### src/rtl/temp_sampler.sv
// temp_sampler: periodically reads a 16-bit serial temperature sensor frame
// and presents the decoded temperature as an unsigned 8-bit sample.
//
// Parameters:
//   CLK_DIV       clk cycles per SCLK half-period (1..255)
//   SAMPLE_PERIOD clk cycles between conversion starts (>= 34*CLK_DIV+2)
//
// Ports:
//   clk          system clock, rising edge
//   reset        synchronous, active-high reset
//   en           enables periodic conversions
//   cs_n         sensor chip select, active low
//   sclk         sensor serial clock, idle low
//   miso         sensor serial data, MSB first
//   sample       latest temperature sample (unsigned degrees C)
//   sample_valid one-cycle strobe marking a new sample
//   busy         high while a conversion is in progress
//   fault        sticky sensor-fault flag
//
// Optional feature: define TEMP_SAMPLER_AVG_EN to emit the rounded average of
// the previous emitted sample and the newly decoded value.
module temp_sampler #(
  parameter int unsigned CLK_DIV       = 4,
  parameter int unsigned SAMPLE_PERIOD = 1000
) (
  input  logic       clk,
  input  logic       reset,
  input  logic       en,
  output logic       cs_n,
  output logic       sclk,
  input  logic       miso,
  output logic [7:0] sample,
  output logic       sample_valid,
  output logic       busy,
  output logic       fault
);

  localparam logic [2:0] ST_IDLE  = 3'd0;
  localparam logic [2:0] ST_SETUP = 3'd1;
  localparam logic [2:0] ST_SHIFT = 3'd2;
  localparam logic [2:0] ST_HOLD  = 3'd3;
  localparam logic [2:0] ST_DONE  = 3'd4;

  localparam int unsigned PCW = $clog2(SAMPLE_PERIOD);

  logic [2:0]     state_q, state_d;
  logic [PCW-1:0] cnt_q, cnt_d;
  logic [7:0]     div_q, div_d;
  logic           phase_q, phase_d;
  logic [3:0]     bit_q, bit_d;
  logic [15:0]    shift_q, shift_d;
  logic           cs_n_q, cs_n_d;
  logic           sclk_q, sclk_d;
  logic [7:0]     sample_q, sample_d;
  logic           valid_q, valid_d;
  logic           busy_q, busy_d;
  logic           fault_q, fault_d;
  logic           div_end;
  logic           start;
  logic [7:0]     decoded;
`ifdef TEMP_SAMPLER_AVG_EN
  logic           have_prev_q, have_prev_d;
  logic [8:0]     avg_sum;
`endif

  always_comb begin
    div_end = (div_q == 8'(CLK_DIV - 1));
    start   = en && (cnt_q == PCW'(SAMPLE_PERIOD - 1)) && (state_q == ST_IDLE);
    // Negative readings clamp to zero.
    decoded = shift_q[15] ? 8'h00 : shift_q[14:7];

    if (!en || cnt_q == PCW'(SAMPLE_PERIOD - 1)) cnt_d = '0;
    else                                          cnt_d = cnt_q + PCW'(1);

    state_d  = state_q;
    div_d    = div_q;
    phase_d  = phase_q;
    bit_d    = bit_q;
    shift_d  = shift_q;
    sclk_d   = sclk_q;
    sample_d = sample_q;
    valid_d  = 1'b0;
    fault_d  = fault_q;
`ifdef TEMP_SAMPLER_AVG_EN
    have_prev_d = have_prev_q;
    avg_sum     = {1'b0, sample_q} + {1'b0, decoded} + 9'd1;
`endif

    case (state_q)
      ST_IDLE: begin
        div_d = '0;
        if (start) state_d = ST_SETUP;
      end
      ST_SETUP: begin
        if (div_end) begin
          state_d = ST_SHIFT;
          div_d   = '0;
          phase_d = 1'b0;
          bit_d   = '0;
        end else begin
          div_d = div_q + 8'd1;
        end
      end
      ST_SHIFT: begin
        if (div_end) begin
          div_d = '0;
          if (!phase_q) begin
            // Rising SCLK edge: sample miso on the same clk edge.
            phase_d = 1'b1;
            sclk_d  = 1'b1;
            shift_d = {shift_q[14:0], miso};
          end else begin
            phase_d = 1'b0;
            sclk_d  = 1'b0;
            if (bit_q == 4'd15) state_d = ST_HOLD;
            else                bit_d   = bit_q + 4'd1;
          end
        end else begin
          div_d = div_q + 8'd1;
        end
      end
      ST_HOLD: begin
        if (div_end) begin
          state_d = ST_DONE;
          div_d   = '0;
          // Result registered on entry to DONE so the strobe aligns with DONE.
          if (shift_q[2]) begin
            fault_d = 1'b1;
          end else begin
            valid_d = 1'b1;
`ifdef TEMP_SAMPLER_AVG_EN
            sample_d    = have_prev_q ? avg_sum[8:1] : decoded;
            have_prev_d = 1'b1;
`else
            sample_d = decoded;
`endif
          end
        end else begin
          div_d = div_q + 8'd1;
        end
      end
      ST_DONE: state_d = ST_IDLE;
      default: state_d = ST_IDLE;
    endcase

    cs_n_d = !((state_d == ST_SETUP) || (state_d == ST_SHIFT) || (state_d == ST_HOLD));
    busy_d = (state_d != ST_IDLE);
  end

  always_ff @(posedge clk) begin
    if (reset) begin
      state_q  <= ST_IDLE;
      cnt_q    <= '0;
      div_q    <= '0;
      phase_q  <= 1'b0;
      bit_q    <= '0;
      shift_q  <= '0;
      cs_n_q   <= 1'b1;
      sclk_q   <= 1'b0;
      sample_q <= '0;
      valid_q  <= 1'b0;
      busy_q   <= 1'b0;
      fault_q  <= 1'b0;
`ifdef TEMP_SAMPLER_AVG_EN
      have_prev_q <= 1'b0;
`endif
    end else begin
      state_q  <= state_d;
      cnt_q    <= cnt_d;
      div_q    <= div_d;
      phase_q  <= phase_d;
      bit_q    <= bit_d;
      shift_q  <= shift_d;
      cs_n_q   <= cs_n_d;
      sclk_q   <= sclk_d;
      sample_q <= sample_d;
      valid_q  <= valid_d;
      busy_q   <= busy_d;
      fault_q  <= fault_d;
`ifdef TEMP_SAMPLER_AVG_EN
      have_prev_q <= have_prev_d;
`endif
    end
  end

  assign cs_n         = cs_n_q;
  assign sclk         = sclk_q;
  assign sample       = sample_q;
  assign sample_valid = valid_q;
  assign busy         = busy_q;
  assign fault        = fault_q;

endmodule

### config.mk
export PLATFORM = sky130hd
export DESIGN_NAME = temp_sampler
export DESIGN_NICKNAME = d
export VERILOG_FILES = /design/src/rtl/temp_sampler.sv
export SDC_FILE = /design/constraint.sdc
export NUM_CORES = 1
export LEC_CHECK = 0
export ABC_AREA = 1
export CAP_MARGIN = 0
export CORE_UTILIZATION = 30
export CTS_CLUSTER_DIAMETER = 200
export DETAILED_ROUTE_END_ITERATION = 6
export SETUP_SLACK_MARGIN = 0.1
export SYNTH_ARGS = -nofsm -noshare
export SYNTH_HDL_FRONTEND = slang
export SYNTH_SLANG_ARGS = --single-unit
### constraint.sdc
create_clock -name clk -period 1.3 [get_ports clk]
set_input_delay 0.26 -clock clk [delete_from_list [all_inputs] [get_ports clk]]
set_output_delay 0.26 -clock clk [all_outputs]
set_load 0.02 [all_outputs]
==> flow_summary.ini, run 1 <==
[worst_setup_path]
critPathKind = register to register
critical-path-top-delay-family = flip-flops
critPathLaunch = div_q[1]
rr_worst_depth = 9
timing.rr.end = div_q[6]
cpPeakStageDelay_ns = 0.37
regToRegSetupSlack_ns = -0.09
cp-start-kind = register
critPathBufInv = 2
cp.arrival_ns = 1.63
crit_fanout = 3
slowest_stage = dfxtp_2
crit_required_ns = 1.54
path_common_cell = nand2_1
reg2reg_from = div_q[1]
path_cells = ha_4 -> buf_4 -> buf_6 -> nand3_4 -> nor2_2 -> nand2_1 -> xor2_1 -> nand2_1 -> a21oi_2
cp-end-kind = register

[synthesis]
syn_nets = 334
synth_top_cell_by_area = dfxtp_1
synth_area_per_cell_sq_um = 7.438
synthCells = 327
synth_top_area_share_pct = 45.27
synth_seq_cells = 55
synth_seq_area_share_pct = 45.27
ys_warn_count = 0
synth_area_sq_um = 2432
synthTopCellsByArea = dfxtp_1 45%, nand2_1 10%, a21oi_1 7.0%, inv_1 6.6%, nand3_1 6.4%
synth_cell_types = 32

[outcome]
status = finished, violations left
violations = setup timing

[detailed_routing]
drt_wl_total_um = 5453
via_per_inst = 4.523
ant_nets = 0
remaining_drc_errors = 0
wl_per_cell_um = 11.17
vias = 2207
dr.first_iter.drc_count = 75
firstDrtPassIters = 4

[place]
gp_congestion = 0.7811
io_buffers = 16
place_hpwl_um = 3659

[final_layout]
fill_cells = 795
antenna_cells = 0
drive_above_1_share_pct = 43.52
synthToLayoutAreaGrowth_pct = 43.57
final_common_cell = nand2_1
mostFrequentLayoutCells = 52 x nand2_1, 39 x dfxtp_1, 36 x inv_1
fin_nets = 392

[timing]
relSlewSlack_pct = 81.74
fmax_mhz = 719.4
final_hold_viol_count = 0
final-setup-viol-count = 27
worst_slack_ns = -0.09014
worstMarginPinSlew_ns = 0.2735
setup-tns-final_ns = -0.7278
rsz0062_at_grt = yes
post-route-period-util_pct = 106.9
finClkSkew_ns = 0.008204
period_needed_ns = 1.390
hold_ws_ns = 0.4491
drv_slew = 0

[grt]
grt_pass1_wl_um = 9197
grt-ovfl-total = 0
antenna_found_initial = 0
grt_usage_pct = 13.31
grt_pass1_vias = 2023
grt_max_degree = 35

[pwr]
comb_power_share_pct = 3.5
p_int_mw = 2.135
power.leakage_nw = 1.403
clkPwrFrac_pct = 36.6
p_switching_uw = 677.9
peakVddDrop_uv = 611.2
swShare_pct = 24.10
seqPwrFrac_pct = 59.9
total_power_mw = 2.813
power.density_nw_per_um2 = 805.5

[min_path]
hold_end = shift_q[0]
hp-class = register to register
min-delay-start = shift_q[0]
hold_depth = 2

[clock_network]
tritoncts = done
cts_root_buf = clkbuf_8
clkTransAtPathRegs_ns = 0.11
cts_buffer_depth = 2
worstSkewPairLatency_ns = 0.31
cts_sinks = 55
h-tree-depth = 2
cts-buffers-inserted = 5
ctsHoldBuffers = 0

[floorplanning]
ios = 17
coreArea_sq_um = 7767
rows = 32
start_util_pct = 31.31
die-area_sq_um = 8472
die_y_um = 92.05
chipWidth_um = 92.05

[flow_run]
timing.max_cap.violations = 0
==> how the worst max path moves through the flow <==
stage,end,cells past startpoint
6_report,div_q[6],9
5_1_grt,div_q[6],9
4_1_cts,sample[7],9
3_3_place_gp,sample[3],5
3_5_place_dp,sample[3],5
2_1_floorplan,shift_q[15],7
==> power groups by stage <==
stage,sequential [mW],clock (mW),combinational [mW]
2_1_floorplan,1.73,0,0.0453
3_3_place_gp,1.73,0,0.0803
3_5_place_dp,1.73,0,0.0812
4_1_cts,1.69,1.07,0.0889
5_1_grt,1.69,1.15,0.109
6_report,1.68,1.03,0.0989
==> synth_stat cells, drive strengths merged <==
library cell and number:
a21oi 34, nand3 33, clkbuf 1, or2 2
nor3 6, o21a 1, nor2 30, nand3b 1
nand2 68, dfxtp 55, and3 2, nor3b 2
nand4 3, buf 6, dlymetal6s2s 1, ha 3
o211ai 1, xor2 2, inv 48, o21ai 28
==> cell type report <==
cell class	count	area, sq um	area share (%)
Timing Repair Buffer	58	483.0	13.83
Clock buffer	5	68.82	1.971
Multi-Input combinational cell	217	1463	41.88
Sequential cell	55	1129	32.32
Inverter	48	190.2	5.446
Clock inverter	3	31.28	0.8957
Tap cell	102	127.6	3.655
==> flip-flops by register name, summed over array words and instances (netlist names) <==
signal	count
shift_q	16
cnt_q	10
div_q	8
sample	8
bit_q	4
state_q	3
busy	1
cs_n	1
fault	1
phase_q	1
sample_valid	1
sclk	1
==> per-stage QoR <==
stage | cell area, sq um | worst slack, ns | util, % | cells
floorplan | 2497 | 0.04199 | - | 327
global placement | 2984 | -0.09300 | 38.42 | 470
detailed placement | 2984 | -0.1357 | 38.42 | 470
CTS | 3209 | -0.07036 | 41.32 | 483
global route | 3492 | -0.1701 | 44.96 | 488
finish | 3492 | -0.09014 | 44.96 | 488
==> worst register-to-register path: cells and delay by family, from the launching register on <==
family          cells  cell delay, ns
flops               1            0.37
compound gates      1            0.14
fa+ha+maj           1            0.16
simple gates        4            0.32
xor+xnor            1            0.14
buf+inv             2            0.20
==> routing by layer <==
metal  GRT usage (%)  share of wire, %
met1           18.39                49
met2           21.27                48
met3           2.653               2.2
met4           3.125              0.75
met5               0                 0
==> logic make-up after synthesis <==
| logic type | count (synthesis) | synth area share [%] |
|---|---|---|
| xor+xnor | 2 | 0.7203 |
| buf+inv | 56 | 10.65 |
| fa+ha+maj | 3 | 1.543 |
| compound gates | 64 | 13.37 |
| simple gates | 147 | 28.45 |
| flops | 55 | 45.27 |
==> what timing repair did <==
item / 4_1_cts / 5_1_grt
cloned: 1 / 0
buffers inserted: 4 / 5
endpoints found under the hold margin: 0 / 0
pin swaps: 5 / 24
resized for setup: 93 / 68
setup endpoints to repair: 60 / 57
No activity file was read; power rests on OpenSTA's default activity.
==> inputs of run 2 (changes only) <==
Settings changed: SLEW_MARGIN from default to 10.
==> results of run 2 <==
No change in the layout: final DEF, timing and power equal those of run 1.
==> inputs of run 3 (changes only) <==
Clock period 1.3 ns to 1.35 ns, I/O delays scaled along.
==> run 3 against run 2 <==
Compared with the run above:
- the run still ends with setup timing left
- utilization is 2.5 points lower
- cell count is 2.5% lower
- first-iteration DRC count is 39% lower
- maximum frequency is 3.2% lower
- worst setup slack better by 0.0042 ns
- via count is 1.9% lower
- routed wire length is 4.9% lower
- sequential power is 3% lower
- critical path type unchanged
- largest power group unchanged
==> flow_summary.ini, run 3 (synthesis gave the netlist of run 1 again) <==
[outcome]
violations = setup timing
status = finished, violations left

[min_path]
min-delay-start = shift_q[1]
hp-class = register to register
hold_depth = 2
hold_end = shift_q[1]

[timing]
relSlewSlack_pct = 80.59
fmax_mhz = 696.4
worstMarginPinSlew_ns = 0.2892
final-setup-viol-count = 27
final_hold_viol_count = 0
rsz0062_at_grt = yes
finClkSkew_ns = 0.01004
post-route-period-util_pct = 106.4
period_needed_ns = 1.436
drv_slew = 0
worst_slack_ns = -0.08593

[detailed_routing]
drt_wl_total_um = 5187
remaining_drc_errors = 0
ant_nets = 0
dr.first_iter.drc_count = 46
firstDrtPassIters = 4
wl_per_cell_um = 10.90
vias = 2166
via_per_inst = 4.550

[floorplanning]
ios = 17
rows = 32
chipWidth_um = 92.05
start_util_pct = 31.31
coreArea_sq_um = 7767
die_y_um = 92.05
die-area_sq_um = 8472

[worst_setup_path]
crit_required_ns = 1.62
rr_worst_depth = 10
cp-end-kind = register
regToRegSetupSlack_ns = -0.09
timing.rr.end = sample[7]
cp.arrival_ns = 1.70
critPathKind = register to register
critPathLaunch = div_q[0]
reg2reg_from = div_q[0]
cp-start-kind = register
crit_fanout = 8

[grt]
antenna_found_initial = 0
grt_pass1_vias = 2043
grt-ovfl-total = 0
grt_pass1_wl_um = 8990
grt_usage_pct = 13.15
grt_max_degree = 35

[flow_run]
timing.max_cap.violations = 0

[final_layout]
fin_nets = 380
mostFrequentLayoutCells = 53 x nand2_1, 41 x dfxtp_1, 37 x inv_1
antenna_cells = 0
reg.largest.list = shift_q x16, cnt_q x10
design_area_sq_um = 3301
regArea_sq_um = 1121
synthToLayoutAreaGrowth_pct = 35.70
layout.cells.non_filler = 476
drive_above_1_share_pct = 37.97
final_common_cell = nand2_1
largest_register_ffs = 16
multi_input_area_sq_um = 1359
top_register = shift_q
fill_cells = 779

[pwr]
swShare_pct = 24.27
comb_power_share_pct = 3.3
power.leakage_nw = 1.300
power.density_nw_per_um2 = 818.8
p_int_mw = 2.047
clkPwrFrac_pct = 36.6
p_switching_uw = 655.8
seqPwrFrac_pct = 60.2
peakVddDrop_uv = 381.5

[clock_network]
cts_buffer_depth = 2
cts-buffers-inserted = 5
worstSkewPairLatency_ns = 0.32
h-tree-depth = 2
cts_sinks = 55
cts_root_buf = clkbuf_8
tritoncts = done
clkTransAtPathRegs_ns = 0.11

[place]
placed_area_sq_um = 2867
place_hpwl_um = 3414
dp_worst_setup_slack_ns = -0.1045
gp_congestion = 0.7465
io_buffers = 16
dp_cells = 460
## run 3: cell types whose count changed in the layout (fill, tap and decap cells not counted), moves of 3 or more
cell / delta
buf_2: -6
nand3_2: -3
buf_4: -8
nand2_4: -4
buf_6: -4
clkbuf_2: +4
nand2_2: +3
nand3_1: +4
## run 3: area by class of cell
class                   instances  area share (%)
inverters                      48           5.686
multi-input cells             216           41.17
repair buffers                 47           12.36
flip-flops and latches         55           33.97
well taps                     102           3.867
clock buffers                   5           2.085
clock inverters                 3          0.8719
## run 3: power groups by stage
stage | logic [mW] | clock network [mW] | registers (mW)
floorplan | 0.0410 | 0 | 1.66
global placement | 0.0715 | 0 | 1.66
detailed placement | 0.0720 | 0 | 1.66
CTS | 0.0755 | 1.03 | 1.63
global route | 0.0974 | 1.10 | 1.63
finish | 0.0887 | 0.988 | 1.63
## run 3: metrics by stage
stage               TNS [ns]  util, %  total power, mW  hold WS, ns
finish                -1.603    42.49            2.703       0.4535
global route          -4.092    42.49            2.820       0.4838
CTS                  -0.5693    40.27            2.734       0.4536
detailed placement    -1.527    36.90            1.735       0.4336
global placement     -0.8782    36.90            1.735       0.4297
floorplan                  0        -            1.705       0.4172
## run 3: worst max path at each step
stage	to	slack [ns]	cells past startpoint
CTS	sample[7]	-0.04	9
finish	sample[7]	-0.09	10
floorplan	shift_q[15]	0.09	7
detailed placement	cnt_q[8]	-0.10	5
global route	sample[7]	-0.17	10
global placement	fault	-0.06	5
## run 3: repair_timing
| item | CTS | global route |
|---|---|---|
| buffers inserted | 6 | 1 |
| resized for setup | 71 | 62 |
| pin swaps | 13 | 15 |
| endpoints found under the setup margin | 56 | 62 |
| hold buffers | 0 | 0 |
| gates cloned | 0 | 1 |
## run 3: critical path, cell delays in order, from the launching register on
cell     delay, ns
dfxtp_2       0.37
ha_4          0.15
nand3_4       0.07
nor2_4        0.16
buf_12        0.14
nand2_4       0.05
nor2_4        0.18
inv_4         0.08
nand2_1       0.06
nand2_1       0.04
nor2_1        0.08
## run 3: per-layer routing
metal	up-vias	track usage, %	part of all wire [%]
met2	16	22.57	49
met5	-	0	0
met1	991	15.98	47
met4	0	5.339	1.6
li1	1151	-	-
met3	8	2.653	2.4
==> variant: new RTL, settings of run 3 <==
Change the parameter `SAMPLE_PERIOD` from 1000 to 500.
--- a/src/rtl/temp_sampler.sv
+++ b/src/rtl/temp_sampler.sv
@@ -21,7 +21,7 @@
 // the previous emitted sample and the newly decoded value.
 module temp_sampler #(
   parameter int unsigned CLK_DIV       = 4,
-  parameter int unsigned SAMPLE_PERIOD = 1000
+  parameter int unsigned SAMPLE_PERIOD = 500
 ) (
   input  logic       clk,
   input  logic       reset,
Check against the original RTL: same outputs for any inputs over 10 cycles, from zero or initial values and one cycle with reset high; that may be too few to reach the edited logic, so the function may still have changed.
==> variant against run 3 <==
The flow still finishes with violations (setup timing); worst setup slack improved by 0.061 ns; critical path depth fell by 2; worst hold slack worse by 0.016 ns; total power fell by 2.6%; routed wire length increased by 8.7%; core utilization is 2.2 points higher; final area increased by 5.2%; first-iteration DRC count up 52%; sequential cell count down 1; area after synthesis decreased by 0.15%; synthesized cell count fell by 0.61%; critical endpoint is now shift_q[14]; largest power group unchanged; highest routed layer unchanged.
==> variant: results (changes against run 3) <==
* Worst r2r path cells at 8 (-2)
* Final setup margin at -0.0244 ns (+0.0615 ns)
* Met3 WL at 113 um (-10%)
* Final setup viols at 8 (-70%)
* Number of library cell types mapped by synthesis at 32 (unchanged)
* Dpl cell area at 2940 um2 (+2.5%)
* Total Routing Usage GR at 0.137 (+0.00574)
* Post-synth top cells: 70 x nand2_1, 54 x dfxtp_1, 44 x inv_1, 30 x nand3_1, 25 x a21oi_1
* Total Wirelength at 5640 um (+8.7%)
* Max_slew headroom at 0.804 (-0.00174)
* Failing checks: setup timing
* Seq/Total Area, Yosys at 0.445 (-0.00754)
* Clk root buf: clkbuf_8
* Clk slew on worst S/H paths at 0.11 ns (about the same)
* Post-detail-place hpwl at 3790 um (+11%)
* Port bufs at 16 (unchanged)
* DRT met1 WL at 2680 um (+9.8%)
* Ys async rst share at 0 (unchanged)
* Max FO, Critical Path at 8 (unchanged)
* Synth area leaders: dfxtp_1 45%, nand2_1 11%, inv_1 6.8%
* Main synth FF type: dfxtp_1
* Placed cell count at 468 (+1.7%)
* Clk_lat worst skew at between 0.3 and 0.4 ns
* Vias in the first global route at 2,178 (+6.6%)
* Antenna violations before repair at 0 (unchanged)
* Critical path's slowest cell: dfxtp_4
* TritonCTS Buffers at 5 (unchanged)
* Nets at 396 (+4.2%)
* Highest Signal Layer: met4
* VDD IR max at 581 uV (+52%)
* Status: finished with violations
* Final TNS setup at -0.0998 ns (+1.50 ns)
* Largest regs: shift_q: 16 flops, cnt_q: 9 flops
* Pin count of the biggest net entering global routing at 20 (-43%)
* Crit path DAT at 1.59 ns (-0.11 ns)
* FILL cells at 763 (-2.1%)
* Clock skew at 0.0102 ns (+0.000127 ns)
* Grt met2 use at 0.235 (+0.00933)
* Setup WS pre-CTS at -0.0983 ns (+0.00627 ns)
* TritonRoute pass-1 iters at 5 (+1)
* Drt via density at 4.63 (+1.7%)
* Share of layout cells above drive strength 1 at 0.431 (+0.0511)
* Met2 WL at 2790 um (+10%)
* Pwr/cell area at 759 nW/um2 (-7.3%)
* Tightest Hold Check Type: reg -> reg
* Global Route met3 Usage at 0.0240 (-0.00249)
* # resized after CTS at 70 (-1.4%)
* GR Layer Usage met1 at 0.175 (+0.0149)
* Critical path's largest stage delay at between 0.3 and 0.4 ns
* Initial drt markers at 70 (+52%)
* First-pass GRT wire length at 9500 um (+5.7%)
* RD Place Congestion at 0.764 (+2.4%)
* Via count at 2,277 (+5.1%)
* Row count at 32 (unchanged)
* Leakage at 1.38 nW (+6.4%)
* Post-Synthesis Cells at 325 (-0.61%)
* Synthesis Warnings at 0 (unchanged)
* H-tree depth at 2 (unchanged)
* Post-CTS setup-driven buffer insertion count at 3 (-3)
[variant: cell count changes in the layout (fill, tap and decap cells not counted), moves of 4 or more]
cell,delta
buf_6,+10
a21oi_1,-16
nand2_1,+4
buf_4,+9
o21ai_1,-5
a21oi_2,+13
o21ai_0,+6
[variant: layout make-up]
type                       instances  share of cell area
multi-input combinational        213               0.400
sequential                        54               0.319
timing repair buffer              64               0.160
inverter                          51              0.0559
tap                              102              0.0368
clock buffer                       5              0.0198
clock inverter                     3             0.00829
[variant: cell families after synthesis]
kind of cell,share of synthesized area
compound gates,0.153
fa+ha+maj,0.0155
buf+inv,0.0994
simple gates,0.287
flops,0.445
[variant: final timing paths]
kind / from / endpoint / slack, ns
min reg2reg: shift_q[6] / shift_q[7] / 0.44
max reg2reg: div_q[1] / shift_q[14] / -0.02
min: shift_q[6] / shift_q[7] / 0.44
max: div_q[1] / shift_q[14] / -0.02
[variant: report_power, final]
group	internal (mW)	switching, mW
logic	0.0307	0.0449
clock network	0.386	0.579
registers	1.59	0.00381
total	2.01	0.627
